[src/rtl/adc_sample_ctrl.sv]
// ADC run controller: conversion clock divider, warm-up discard, burst capture
// into a single-entry valid/ready buffer, out-of-range count and overrun flag.
module adc_sample_ctrl #(
    parameter int DIV_W       = 20,
    parameter int BURST_W     = 16,
    parameter int WARMUP_SMPS = 4
) (
    input  logic               sys_clk_i,
    input  logic               rst_i,
    input  logic [DIV_W-1:0]   cfg_div_i,
    input  logic [BURST_W-1:0] cfg_burst_len_i,
    input  logic               start_i,
    input  logic               stop_i,
    input  logic [7:0]         adc_data_i,
    input  logic               adc_otr_i,
    output logic               adc_clk_o,
    output logic [7:0]         smp_data_o,
    output logic               smp_valid_o,
    input  logic               smp_ready_i,
    output logic               busy_o,
    output logic               done_o,
    output logic [15:0]        otr_cnt_o,
    output logic               overrun_o
);

    // state  | meaning
    // IDLE   | no run; divider and adc_clk parked at 0
    // WARMUP | strobing, samples discarded to flush the ADC pipeline
    // RUN    | strobing, samples captured into the buffer
    // DRAIN  | divider stopped, waiting for the consumer to empty the buffer
    typedef enum logic [1:0] {IDLE, WARMUP, RUN, DRAIN} state_t;

    localparam int WARM_W = $clog2(WARMUP_SMPS + 1);

    state_t             state_q, state_d;
    logic [DIV_W-1:0]   div_q, div_d;
    logic [DIV_W-1:0]   cnt_q, cnt_d;
    logic [BURST_W-1:0] len_q, len_d;
    logic [BURST_W-1:0] burst_q, burst_d;
    logic [WARM_W-1:0]  warm_q, warm_d;
    logic [7:0]         data_q, data_d;
    logic               valid_q, valid_d;
    logic [15:0]        otr_q, otr_d;
    logic               ovr_q, ovr_d;
    logic               done_q, done_d;
    logic               clk_q, clk_d;
    logic               active_q, active_d, strobe;

    always_ff @(posedge sys_clk_i or posedge rst_i) begin
        if (rst_i) begin
            state_q <= IDLE;
            div_q   <= '0;
            cnt_q   <= '0;
            len_q   <= '0;
            burst_q <= '0;
            warm_q  <= '0;
            data_q  <= '0;
            valid_q <= 1'b0;
            otr_q   <= '0;
            ovr_q   <= 1'b0;
            done_q  <= 1'b0;
            clk_q   <= 1'b0;
        end else begin
            state_q <= state_d;
            div_q   <= div_d;
            cnt_q   <= cnt_d;
            len_q   <= len_d;
            burst_q <= burst_d;
            warm_q  <= warm_d;
            data_q  <= data_d;
            valid_q <= valid_d;
            otr_q   <= otr_d;
            ovr_q   <= ovr_d;
            done_q  <= done_d;
            clk_q   <= clk_d;
        end
    end

    always_comb begin
        state_d  = state_q;
        div_d    = div_q;
        len_d    = len_q;
        burst_d  = burst_q;
        warm_d   = warm_q;
        data_d   = data_q;
        valid_d  = valid_q;
        otr_d    = otr_q;
        ovr_d    = ovr_q;
        done_d   = 1'b0;
        cnt_d    = '0;
        clk_d    = 1'b0;
        active_q = (state_q == WARMUP) || (state_q == RUN);
        strobe   = active_q && (cnt_q == div_q);

        if (valid_q && smp_ready_i) begin
            valid_d = 1'b0;
        end

        case (state_q)
            IDLE: begin
                if (start_i && !stop_i) begin
                    state_d = WARMUP;
                    div_d   = (cfg_div_i < DIV_W'(3)) ? DIV_W'(3) : cfg_div_i;
                    len_d   = cfg_burst_len_i;
                    burst_d = '0;
                    warm_d  = '0;
                    otr_d   = '0;
                    ovr_d   = 1'b0;
                end
            end
            WARMUP: begin
                if (stop_i) begin
                    state_d = DRAIN;
                end else if (strobe) begin
                    warm_d = warm_q + WARM_W'(1);
                    if (warm_q == WARM_W'(WARMUP_SMPS - 1)) begin
                        state_d = RUN;
                    end
                end
            end
            RUN: begin
                if (stop_i) begin
                    state_d = DRAIN;
                end else if (strobe) begin
                    burst_d = burst_q + BURST_W'(1);
                    if (adc_otr_i && (otr_q != 16'hFFFF)) begin
                        otr_d = otr_q + 16'd1;
                    end
                    // a sample may replace one being consumed this very cycle
                    if (!valid_q || smp_ready_i) begin
                        data_d  = adc_data_i;
                        valid_d = 1'b1;
                    end else begin
                        ovr_d = 1'b1;
                    end
                    if ((len_q != '0) && (burst_d == len_q)) begin
                        state_d = DRAIN;
                    end
                end
            end
            DRAIN: begin
                if (!valid_q) begin
                    state_d = IDLE;
                    done_d  = 1'b1;
                end
            end
            default: state_d = IDLE;
        endcase

        // keyed on the next state so adc_clk and cnt are already parked on DRAIN entry
        active_d = (state_d == WARMUP) || (state_d == RUN);
        if (active_d) begin
            if (active_q && (cnt_q != div_q)) begin
                cnt_d = cnt_q + DIV_W'(1);
            end
            if (strobe) begin
                clk_d = 1'b1;
            end else if (cnt_q == (div_q >> 1)) begin
                clk_d = 1'b0;
            end else begin
                clk_d = clk_q;
            end
        end
    end

    assign adc_clk_o   = clk_q;
    assign smp_data_o  = data_q;
    assign smp_valid_o = valid_q;
    assign busy_o      = (state_q != IDLE);
    assign done_o      = done_q;
    assign otr_cnt_o   = otr_q;
    assign overrun_o   = ovr_q;

endmodule

[config.mk]
export PLATFORM = sky130hd
export DESIGN_NAME = adc_sample_ctrl
export DESIGN_NICKNAME = d
export VERILOG_FILES = /design/src/rtl/adc_sample_ctrl.sv
export SDC_FILE = /design/constraint.sdc
export NUM_CORES = 1
export LEC_CHECK = 0
export ABC_AREA = 1
export ABC_CLOCK_PERIOD_IN_PS = 10300
export BUFFER_PORTS_ARGS = -buffer_cell sky130_fd_sc_hd__buf_2
export CAP_MARGIN = 5
export CORE_ASPECT_RATIO = 2
export CORE_UTILIZATION = 65
export CTS_BUF_LIST = sky130_fd_sc_hd__clkbuf_8
export DETAILED_ROUTE_END_ITERATION = 6
export GPL_ROUTABILITY_DRIVEN = 0
export MAX_ROUTING_LAYER = met4
export PLACE_DENSITY = 0.95
export RECOVER_POWER = 50
export SYNTH_ARGS = -nofsm -noshare
export SYNTH_HDL_FRONTEND = slang
export SYNTH_SLANG_ARGS = --single-unit
[constraint.sdc]
create_clock -name sys_clk_i -period 10.3 [get_ports sys_clk_i]
set_input_delay 2.06 -clock sys_clk_i [delete_from_list [all_inputs] [get_ports sys_clk_i]]
set_output_delay 2.06 -clock sys_clk_i [all_outputs]
set_load 0.01 [all_outputs]
==> run summary, run 1 <==
• 894 — Post-Syn Nets
• 10.1 ps — clock skew
• 2 — maximum buffer depth of the clock tree
• primary input — element type at the critical path start
• 163 MHz — highest clock frequency the design can meet
• 26.5 mm — wire length of the first global-routing pass
• 0 — number of endpoints with negative hold slack in the final report
• 0 — number of setup violations in the final report
• 0 ps — final total negative setup slack
• 79 — top-level port count
• asynchronous set/reset pin — Crit. End Element
• 71.1 µm — horizontal die dimension
• false — unrepaired setup endpoints after global routing
• 548 — drt initial violations
• sky130_fd_sc_hd__dfrtp_1 42%, sky130_fd_sc_hd__nand2_1 14%, sky130_fd_sc_hd__inv_1 6.6% — largest cells by area after synthesis
• 13.4% — ratio of cells with drive above 1 in the final layout
• 0 — overall overflow remaining after global route
• 390 ps — Clk Latency, worst-skew pair
• 6650 µm² — area of placed instances
• 0 — yosys warns
• 0 — antenna viol nets, final
• sky130_fd_sc_hd__dfrtp_1 — most common flop cell mapped by yosys
• 73.2% — core occupancy in the finished layout
• 16.2 µm — WL/cell
• 3.21 nW — leakage power figure
• 3 — max-capacitance violation count
• 5,979 — via count of the first global-routing pass
• 66.7% — effective utilization at floorplan
• 9980 µm² — DIE AREA
• 140 µm — die span in y
• 0 — number of antenna violations at the first check in global routing
• 70 — maximum number of pins on one net before global-route repair
• 0 — antenna diode instance count
• 9.87% — layout-stage area growth over the synthesis result
• 3680 ps — transition time at the pin with the least slew margin
• 12.2 mm — HPWL after DPL
• built — CTS tree
• 59.7% — crit share post-route
• 42.3% — portion of the post-synthesis area used by sequential elements
• reg2reg — hold crit path type
• 0 — CTS hold repair buffers
• in2async — Setup Crit Path Kind
• 100% — asr flop ratio synth
• 6150 ps — final period demand of the worst path
• 5820 ps — data arrival time of the critical path
• 6210 µm² — total standard cell area after synthesis
• 41 — distinct cell type count after synthesis
• 35.5% — Tot GR Track Use
• 966 — count of nets after finishing
• 9320 µm² — CORE AREA
• complete, but fails checks — status
• 9 — Num CTS Buffers
• 3 — DRC errors left
• sky130_fd_sc_hd__clkbuf_8 — clock root buffer
• 1,016 — final non-filler cell total
• 42.3% — Yosys top cell area share
• 5.97 — via/cell ratio
• 110 ps — clock-pin slew on the worst setup and hold paths
• 0 — number of enable-type register cells in the synthesized netlist
• 212 nW/µm² — P per Cell Area
• 230 x sky130_fd_sc_hd__nand2_1, 109 x sky130_fd_sc_hd__inv_1, 105 x sky130_fd_sc_hd__dfrtp_1, 72 x sky130_fd_sc_hd__nand3_1, 68 x sky130_fd_sc_hd__o21ai_0 — commonest cells after routing, fill and taps aside
• 50 — FP Rows
• 7 — DR pass1 iterations
• 1,000 — DP Cell Count
• -145% — headroom to the max-slew limit
• 6,065 — count of vias placed by the detailed router
• 165 — number of pins exceeding their max-slew limit in the final report
• 7.44 µm² — Mean Syn Cell Area
• 3 — maximum level of the CTS H-tree
• DRC, capacitance limit, slew limit — violated checks
• 835 — cells after synthesis
• 9970 ps — required time at the worst-slack endpoint
• sky130_fd_sc_hd__dfrtp_1 — Synth area leader
• 69 — maximum fanout along the worst path
• 683 — count of fill cells added during filler insertion
• 0 — number of setup buffers added after CTS
• 0 — post-CTS sizing
• 6830 µm² — final design instance area without fill
• 105 — number of synthesized register bits
• 78 — port buffer count
• sky130_fd_sc_hd__nand2_1 — most common cell after layout, fill and taps aside
• 105 — number of clock sinks
• 140 µV — worst vdd ir
• 16.4 mm — routed wire length
==> critical path: stages <==
cell	delay (ps)
sky130_fd_sc_hd__buf_2	100
sky130_fd_sc_hd__clkinvlp_2	940
sky130_fd_sc_hd__clkbuf_1	2670
==> stage by stage <==
stage	setup WS, ps	hold slack [ps]	power, mW
floorplan	5480	452	1.02
global placement	5940	439	1.12
detailed placement	5830	450	1.15
CTS	6120	465	1.44
global route	3270	481	1.54
finish	4150	470	1.45
==> power breakdown <==
group | leakage, nW | switching [mW] | total (mW) | internal, mW
Combinational | 1.71 | 0.390 | 0.562 | 0.172
Sequential | 1.39 | 0.0893 | 0.592 | 0.502
Clock | 0.106 | 0.154 | 0.293 | 0.139
==> kinds of logic after synthesis <==
group / after synthesis / synth area share, %
and+or+nand+nor: 446 / 32.4
xor gates and xnor gates: 25 / 3.74
buffers and inverters: 136 / 8.88
DFF: 105 / 42.3
AOI/OAI and AO/OA: 106 / 9.48
muxes: 8 / 1.45
adders and majority gates: 9 / 1.81
==> final timing paths <==
path	from	end	slack, ps	cells after the start
max	rst_i	div_q[6]	4150	3
min	smp_valid_o	done_o	470	1
max reg2reg	state_q[0]	otr_cnt_o[5]	6140	9
min reg2reg	smp_valid_o	done_o	470	1
max in group sys_clk_i	stop_i	div_q[1]	5380	8
min in group asynchronous	rst_i	smp_data_o[2]	2050	2
==> per-layer routing <==
metal  track usage (%)  share of wire [%]  routed length (µm)
met5                 -                  0                   0
met4              28.3                8.4                1370
met3              4.60                4.7                 780
met2              62.6                 54                8840
met1              33.5                 33                5450
==> cells in the mapped netlist (all sizes together), types with 3 or more instances <==
library cell,count
a21oi,13
buf,7
clkbuf,12
dfrtp,105
ha,9
inv,116
mux2,8
nand2,236
nand3,72
nand4,24
nor2,86
nor3,15
nor4,7
o21ai,71
o22ai,5
o31ai,8
or2,3
xnor2,13
xor2,11
==> state kept, by name (all words and copies together), names as in the netlist <==
name,cells
cnt_q,20
otr_cnt_o,16
adc_clk_o,1
done_o,1
smp_valid_o,1
len_q,16
burst_q,16
smp_data_o,8
overrun_o,1
state_q,2
warm_q,3
div_q,20
==> layout make-up <==
cell class,count,area (µm²),area share [%]
clock inverters,7,101,1.48
inverters,117,440,6.45
multi-input cells,594,3040,44.6
flip-flops and latches,105,2630,38.5
clock buffers,9,124,1.81
well taps,104,130,1.91
repair buffers,80,362,5.30
Power figures use the tool's default switching activity.
==> run 2: changes to the inputs <==
--- a/config.mk
+++ b/config.mk
@@ -6,16 +6,16 @@
 export NUM_CORES = 1
 export LEC_CHECK = 0
 export ABC_AREA = 1
-export ABC_CLOCK_PERIOD_IN_PS = 10300
+export ABC_CLOCK_PERIOD_IN_PS = 6100
 export BUFFER_PORTS_ARGS = -buffer_cell sky130_fd_sc_hd__buf_2
 export CAP_MARGIN = 5
 export CORE_ASPECT_RATIO = 2
-export CORE_UTILIZATION = 65
+export CORE_UTILIZATION = 60
 export CTS_BUF_LIST = sky130_fd_sc_hd__clkbuf_8
 export DETAILED_ROUTE_END_ITERATION = 6
 export GPL_ROUTABILITY_DRIVEN = 0
 export MAX_ROUTING_LAYER = met4
-export PLACE_DENSITY = 0.95
+export PLACE_DENSITY = 0.91
 export RECOVER_POWER = 50
 export SYNTH_ARGS = -nofsm -noshare
 export SYNTH_HDL_FRONTEND = slang
==> constraint.sdc (replaced) <==
create_clock -name sys_clk_i -period 6.1 [get_ports sys_clk_i]
set_input_delay 1.22 -clock sys_clk_i [delete_from_list [all_inputs] [get_ports sys_clk_i]]
set_output_delay 1.22 -clock sys_clk_i [all_outputs]
set_load 0.01 [all_outputs]
==> run 2 against run 1 <==
The flow finishes with violations (capacitance limit, slew limit). Final cell count rose by 3.1%. Sequential power rose by 67%. Non-clock buffer count did not move. Utilization fell by 5.2 points. Die area rose by 8.2%. Clock skew rose by 4.1 ps. Global-route usage fell by 3.0 points. First-iteration DRC count rose by 0.36%. Highest routed layer unchanged.
==> run summary, run 2 (same netlist as run 1, synthesis figures left out) <==
• 59 — maximum number of pins on one net before global-route repair, -16%
• 56 — maximum fanout along the worst path, -19%
• 6,002 — count of vias placed by the detailed router, -1.0%
• 966 — count of nets after finishing, unchanged
• 68.4% — crit share post-route
• 14.2 ps — clock skew, +4.07 ps
• 843 — count of fill cells added during filler insertion, +23%
• 0 — number of endpoints with negative hold slack in the final report, unchanged
• reg2reg — hold crit path type
• 0 — number of setup violations in the final report, unchanged
• 10.4% — layout-stage area growth over the synthesis result
• 390 ps — Clk Latency, worst-skew pair, about the same
• 0 — number of antenna violations at the first check in global routing, unchanged
• 79 — top-level port count, unchanged
• 7 — DR pass1 iterations, unchanged
• 0 — post-CTS sizing, unchanged
• 74.0 µm — horizontal die dimension, +4.0%
• 240 MHz — highest clock frequency the design can meet
• 3040 µm² — Multi-input gate area, about the same
• 0 — overall overflow remaining after global route, unchanged
• 4440 ps — data arrival time of the critical path, -1380 ps
• 5,789 — via count of the first global-routing pass, -3.2%
• 15.8 mm — routed wire length, -3.9%
• 2630 µm² — sequential cell area in the final layout, unchanged
• 0 — CTS hold repair buffers, unchanged
• 61.6% — effective utilization at floorplan, -5.0 points
• 4170 ps — final period demand of the worst path
• sky130_fd_sc_hd__clkbuf_8 — clock root buffer
• state_q[1] — FF-to-FF Start
• 105 — number of clock sinks, unchanged
• 0 — DRC errors left, -3
• sky130_fd_sc_hd__clkbuf_1 — critical-path cell with the highest stage delay
• clkbuf_1 > inv_1 > nand2_1 > nor2_4 > clkbuf_1 > inv_1 > nor2_1 > a2bb2oi_1 — Critical Path, Cell by Cell
• -69.8% — headroom to the max-slew limit, +76 points
• false — unrepaired setup endpoints after global routing
• 333 µV — worst vdd ir, +140%
• 550 — drt initial violations, +0.36%
• 3 — maximum level of the CTS H-tree, unchanged
• 6370 ps — required time at the worst-slack endpoint, -3600 ps
• 2530 ps — transition time at the pin with the least slew margin, -1150 ps
• smp_valid_o — hold path start
• cnt_q: 20 flops, div_q: 20 flops — largest registers ranked by flip-flop count
• 26.0 mm — wire length of the first global-routing pass, -1.8%
• sky130_fd_sc_hd__nand2_1 — most common cell after layout, fill and taps aside
• primary input — element type at the critical path start
• 11.8 mm — HPWL after DPL, -2.9%
• 2 — maximum buffer depth of the clock tree, unchanged
• 146 µm — die span in y, +4.0%
• 348 nW/µm² — P per Cell Area, +64%
• 3.24 nW — leakage power figure, +0.93%
• complete, but fails checks — status
• 9 — Num CTS Buffers, unchanged
• 5.73 — via/cell ratio, -4.0%
• register — Crit. End Element
• in2reg — Setup Crit Path Kind
• 0 — antenna diode instance count, unchanged
• 68.0% — core occupancy in the finished layout, -5.2 points
• 0 — antenna viol nets, final, unchanged
• stop_i — crit path from
• 110 ps — clock-pin slew on the worst setup and hold paths, about the same
• 1440 ps — largest stage delay on the critical path, -1230 ps
• 2 — max-capacitance violation count, -1
• 0 — number of setup buffers added after CTS, unchanged
• 32.5% — Tot GR Track Use, -3.0 points
• 78 — port buffer count, unchanged
• 15.1 µm — WL/cell, -6.7%
• 52 — FP Rows, +4.0%
• 231 x sky130_fd_sc_hd__nand2_1, 109 x sky130_fd_sc_hd__inv_1, 105 x sky130_fd_sc_hd__dfrtp_1, 72 x sky130_fd_sc_hd__nand3_1, 68 x sky130_fd_sc_hd__o21ai_0 — commonest cells after routing, fill and taps aside
• 458 ps — worst hold-check slack, -11.5 ps
• 116 — number of pins exceeding their max-slew limit in the final report, -30%
• built — CTS tree
• 14.1% — ratio of cells with drive above 1 in the final layout, +0.77 points
• 10,100 µm² — CORE AREA, +8.2%
• 0 ps — final total negative setup slack, unchanged
• capacitance limit, slew limit — violated checks
• 10,800 µm² — DIE AREA, +8.2%
[run 2: changes by cell type in the layout (fill, tap and decap cells not counted)]
cell | previous run | this run
sky130_fd_sc_hd__nand2_1 | 230 | 231
sky130_fd_sc_hd__clkbuf_1 | 31 | 23
sky130_fd_sc_hd__nand2_2 | 5 | 4
sky130_fd_sc_hd__clkinvlp_4 | 2 | 1
sky130_fd_sc_hd__buf_2 | 49 | 56
sky130_fd_sc_hd__inv_8 | 0 | 1
sky130_fd_sc_hd__inv_6 | 2 | 3
sky130_fd_sc_hd__bufinv_16 | 2 | 1
sky130_fd_sc_hd__buf_4 | 0 | 1
[run 2: worst max-delay path: cells and delay by family]
family | cells | cell delay [ps]
AOI/OAI and AO/OA | 1 | 100
and+or+nand+nor | 3 | 540
buffers and inverters | 4 | 2560
[run 2: routing by layer]
metal | global-route usage (%) | routed length [µm] | vias up | part of all wire [%]
met2 | 56.6 | 8560 | 286 | 54
met1 | 31.9 | 5290 | 2772 | 33
met5 | - | 0 | - | 0
li1 | - | - | 2844 | -
met3 | 4.85 | 819 | 100 | 5.2
met4 | 21.2 | 1130 | 0 | 7.2
[run 2: metrics by stage]
step / area (µm²) / setup slack, ps / power [mW] / std cells
after CTS: 6890 / 2350 / 2.38 / 1047
after global placement: 6690 / 2500 / 1.89 / 1031
after global routing: 6860 / 1660 / 2.55 / 1047
after detailed placement: 6690 / 2390 / 1.92 / 1031
final: 6860 / 1930 / 2.39 / 1047
after floorplan: 6210 / 2120 / 1.72 / 835
[run 2: area by class of cell]
type / instances / area share, %
clock buffer: 9 / 1.81
clock inverter: 7 / 1.22
inverter: 117 / 6.42
multi-input combinational: 594 / 44.3
sequential: 105 / 38.3
tap: 135 / 2.46
timing repair buffer: 80 / 5.45
[run 2: where the power goes]
part | leakage, nW | switching (mW) | total [mW] | internal [mW]
registers | 1.39 | 0.140 | 0.988 | 0.848
logic | 1.74 | 0.647 | 0.937 | 0.290
clock network | 0.103 | 0.267 | 0.464 | 0.198
total | 3.24 | 1.05 | 2.39 | 1.34
[run 2: worst paths after layout]
path                        endpoint  slack [ps]  cells past startpoint
setup / recovery            div_q[1]        1930                      8
min in group asynchronous  cnt_q[11]        1520                      2
hold reg to reg               done_o         460                      1
max in group asynchronous   len_q[7]        3090                      3
setup reg to reg            div_q[1]        2290                      8
hold / removal                done_o         460                      1
==> run 3: changes to the inputs <==
--- a/config.mk
+++ b/config.mk
@@ -5,8 +5,8 @@
 export SDC_FILE = /design/constraint.sdc
 export NUM_CORES = 1
 export LEC_CHECK = 0
-export ABC_AREA = 1
-export ABC_CLOCK_PERIOD_IN_PS = 6100
+export ABC_AREA = 0
+export ABC_CLOCK_PERIOD_IN_PS = 4100
 export BUFFER_PORTS_ARGS = -buffer_cell sky130_fd_sc_hd__buf_2
 export CAP_MARGIN = 5
 export CORE_ASPECT_RATIO = 2
==> constraint.sdc (replaced) <==
create_clock -name sys_clk_i -period 4.1 [get_ports sys_clk_i]
set_input_delay 0.82 -clock sys_clk_i [delete_from_list [all_inputs] [get_ports sys_clk_i]]
set_output_delay 0.82 -clock sys_clk_i [all_outputs]
set_load 0.01 [all_outputs]
==> run 3 against run 2 <==
Clock power up 46%. Synthesized area fell by 3.4%. Critical path depth is 1 lower. The flow still finishes with violations (capacitance limit, slew limit). Utilization is 0.23 points higher. Total power grew 50%. Non-clock buffer count is 3 higher. Design area down 3.5%. Sequential power grew 61%.
==> run summary, run 3 <==
• 3500 ps — data arrival time of the critical path, -940 ps
• 78 — port buffer count, unchanged
• 0 — DRC errors left, unchanged
• 0 — number of endpoints with negative hold slack in the final report, unchanged
• sky130_fd_sc_hd__dfrtp_1 44%, sky130_fd_sc_hd__nand2_1 9.8%, sky130_fd_sc_hd__xor2_1 6.9% — largest cells by area after synthesis
• 861 — DP Cell Count, -16%
• 10.3% — layout-stage area growth over the synthesis result, about the same
• 1730 ps — transition time at the pin with the least slew margin, -803 ps
• 6430 µm² — area of placed instances, -3.8%
• 156 x sky130_fd_sc_hd__nand2_1, 105 x sky130_fd_sc_hd__dfrtp_1, 47 x sky130_fd_sc_hd__xor2_1 — ranking of synthesized cells by instance count
• warm_q[2] — hold path start
• 10,400 µm² — DIE AREA, -3.4%
• 0 — number of enable-type register cells in the synthesized netlist, unchanged
• 877 — final non-filler cell total, -16%
• 681 — cells after synthesis, -18%
• 143 µm — die span in y, -1.7%
• 105 — number of clock sinks, unchanged
• 6620 µm² — final design instance area without fill, -3.5%
• 3.59 mW — post-layout power, +50%
• 16 — maximum fanout along the worst path, -71%
• 17.7 µm — WL/cell, +17%
• 72.7 µm — horizontal die dimension, -1.7%
• 788 — count of fill cells added during filler insertion, -6.5%
• 0 — post-CTS sizing, unchanged
• state_q[0] — crit path from
• register — element type at the critical path start
• 15.5 mm — routed wire length, -2.0%
• 0 — antenna viol nets, final, unchanged
• cnt_q: 20 flops, div_q: 20 flops — largest registers ranked by flip-flop count
• 41 — maximum number of pins on one net before global-route repair, -31%
• 0 — overall overflow remaining after global route, unchanged
• 543 — drt initial violations, -1.3%
• 314 MHz — highest clock frequency the design can meet
• 3 — maximum level of the CTS H-tree, unchanged
• sky130_fd_sc_hd__clkbuf_8 — clock root buffer
• 79 — top-level port count, unchanged
• 799 — count of nets after finishing, -17%
• 2 — maximum buffer depth of the clock tree, unchanged
• -16.0% — headroom to the max-slew limit, +54 points
• 542 nW/µm² — P per Cell Area, +56%
• 0 — antenna diode instance count, unchanged
• 5 — DR pass1 iterations, -2
• 77.8% — crit share post-route
• 0 — yosys warns, unchanged
• 14.2% — ratio of cells with drive above 1 in the final layout, +0.083 points
• 358 µV — worst vdd ir, +7.7%
• 9 — Num CTS Buffers, unchanged
• 105 — number of synthesized register bits, unchanged
• complete, but fails checks — status
• 2 — max-capacitance violation count, unchanged
• 110 ps — clock-pin slew on the worst setup and hold paths, about the same
• 100% — asr flop ratio synth, unchanged
• 3170 µm² — Multi-input gate area, +4.2%
• 5,393 — via count of the first global-routing pass, -6.8%
• 0 — number of setup buffers added after CTS, unchanged
• 5,413 — count of vias placed by the detailed router, -9.8%
• capacitance limit, slew limit — violated checks
• 3.06 nW — leakage power figure, -5.6%
• 6000 µm² — total standard cell area after synthesis, -3.4%
• state_q[0] — FF-to-FF Start
• 25.2 mm — wire length of the first global-routing pass, -3.2%
• false — unrepaired setup endpoints after global routing
• 69 — number of pins exceeding their max-slew limit in the final report, -41%
• 9700 µm² — CORE AREA, -3.8%
• 61.9% — effective utilization at floorplan, +0.26 points
• reg2reg — Setup Crit Path Kind
• 32.6% — Tot GR Track Use, +0.063 points
• 51 — FP Rows, -1.9%
• 0 — number of antenna violations at the first check in global routing, unchanged
• reg2reg — hold crit path type
• sky130_fd_sc_hd__nand2_1 — cell with the most instances after synthesis
• sky130_fd_sc_hd__dfrtp_1 — Synth area leader
• register — Crit. End Element
• 43.8% — portion of the post-synthesis area used by sequential elements, +1.5 points
• sky130_fd_sc_hd__dfrtp_1 — most common flop cell mapped by yosys
• 0 ps — final total negative setup slack, unchanged
• 8.81 µm² — Mean Syn Cell Area, +18%
• 500 ps — worst hold-check slack, +42.2 ps
• 0 — number of setup violations in the final report, unchanged
• built — CTS tree
• 4410 ps — required time at the worst-slack endpoint, -1960 ps
• 14.6 ps — clock skew, +0.343 ps
• 2630 µm² — sequential cell area in the final layout, unchanged
• 0 — CTS hold repair buffers, unchanged
• 740 — Post-Syn Nets, -17%
• 6.17 — via/cell ratio, +7.7%
• 54 — distinct cell type count after synthesis, +32%
• 390 ps — Clk Latency, worst-skew pair, about the same
• 3190 ps — final period demand of the worst path
• 43.8% — Yosys top cell area share, +1.5 points
• sky130_fd_sc_hd__nand2_1 — most common cell after layout, fill and taps aside
• 156 x sky130_fd_sc_hd__nand2_1, 105 x sky130_fd_sc_hd__dfrtp_1, 65 x sky130_fd_sc_hd__buf_2, 47 x sky130_fd_sc_hd__xor2_1, 42 x sky130_fd_sc_hd__a21oi_1 — commonest cells after routing, fill and taps aside
• 11.6 mm — HPWL after DPL, -1.8%
run 3: changes by cell type in the layout (fill, tap and decap cells not counted), sizes merged, moves of 29 or more:
| cell | previous run | this run |
|---|---|---|
| nand2 | 236 | 156 |
| xor2 | 11 | 47 |
| o21ai | 71 | 28 |
| a21oi | 13 | 42 |
| nor2 | 86 | 31 |
| nand3 | 72 | 33 |
| inv | 119 | 15 |
run 3: where the power goes:
group	internal, mW	switching [mW]
combinational	0.498	0.823
clock	0.294	0.385
sequential	1.27	0.322
run 3: area by class of cell:
type                            count  share of cell area [%]
Clock buffer                        9                    1.87
Clock inverter                      7                    1.27
Inverter                           12                   0.699
Multi-Input combinational cell    529                    47.8
Sequential cell                   105                    39.7
Tap cell                          132                    2.50
Timing Repair Buffer               83                    6.12
run 3: cells by family (layout without fill, tap and decap cells):
family / Yosys count / after routing / synth area share, %
buffers and inverters: 47 / 111 / 3.46
AND/OR/NAND/NOR: 317 / 317 / 25.1
AO/OA/AOI/OAI: 104 / 104 / 10.6
flip-flops: 105 / 105 / 43.8
multiplexers: 17 / 17 / 3.09
XOR/XNOR: 82 / 82 / 12.1
adder cells (fa/ha/maj): 9 / 9 / 1.88
run 3: worst max-delay path, stage by stage, from the launching register on:
cell and delay [ps]:
sky130_fd_sc_hd__dfrtp_1 460, sky130_fd_sc_hd__inv_1 120, sky130_fd_sc_hd__ha_1 530, sky130_fd_sc_hd__nand2b_1 270
sky130_fd_sc_hd__o31a_1 490, sky130_fd_sc_hd__or4_1 720, sky130_fd_sc_hd__or3_1 360, sky130_fd_sc_hd__a21oi_1 170
run 3: per-layer routing:
layer	part of all wire, %	vias up	global-route usage, %
met5	0	-	-
met4	6.7	0	21.5
met3	4.7	92	4.77
met2	54	238	57.7
met1	34	2608	32.2
li1	-	2475	-
run 3: through the flow:
step / worst slack [ps] / utilization [%]
6_report: 912 / 68.2
5_1_grt: 644 / 68.2
4_1_cts: 962 / 68.5
3_5_place_dp: 985 / 66.3
3_3_place_gp: 1120 / 66.3
2_1_floorplan: 519 / -
run 3: worst paths after layout:
path,cells after the start,slack [ps],to
worst max-delay path,7,910,otr_cnt_o[13]
min in group asynchronous,2,840,smp_data_o[7]
max in group asynchronous,3,1100,state_q[1]
worst min register to register,2,500,warm_q[2]
worst min-delay path,2,500,warm_q[2]
worst max register to register,7,910,otr_cnt_o[13]
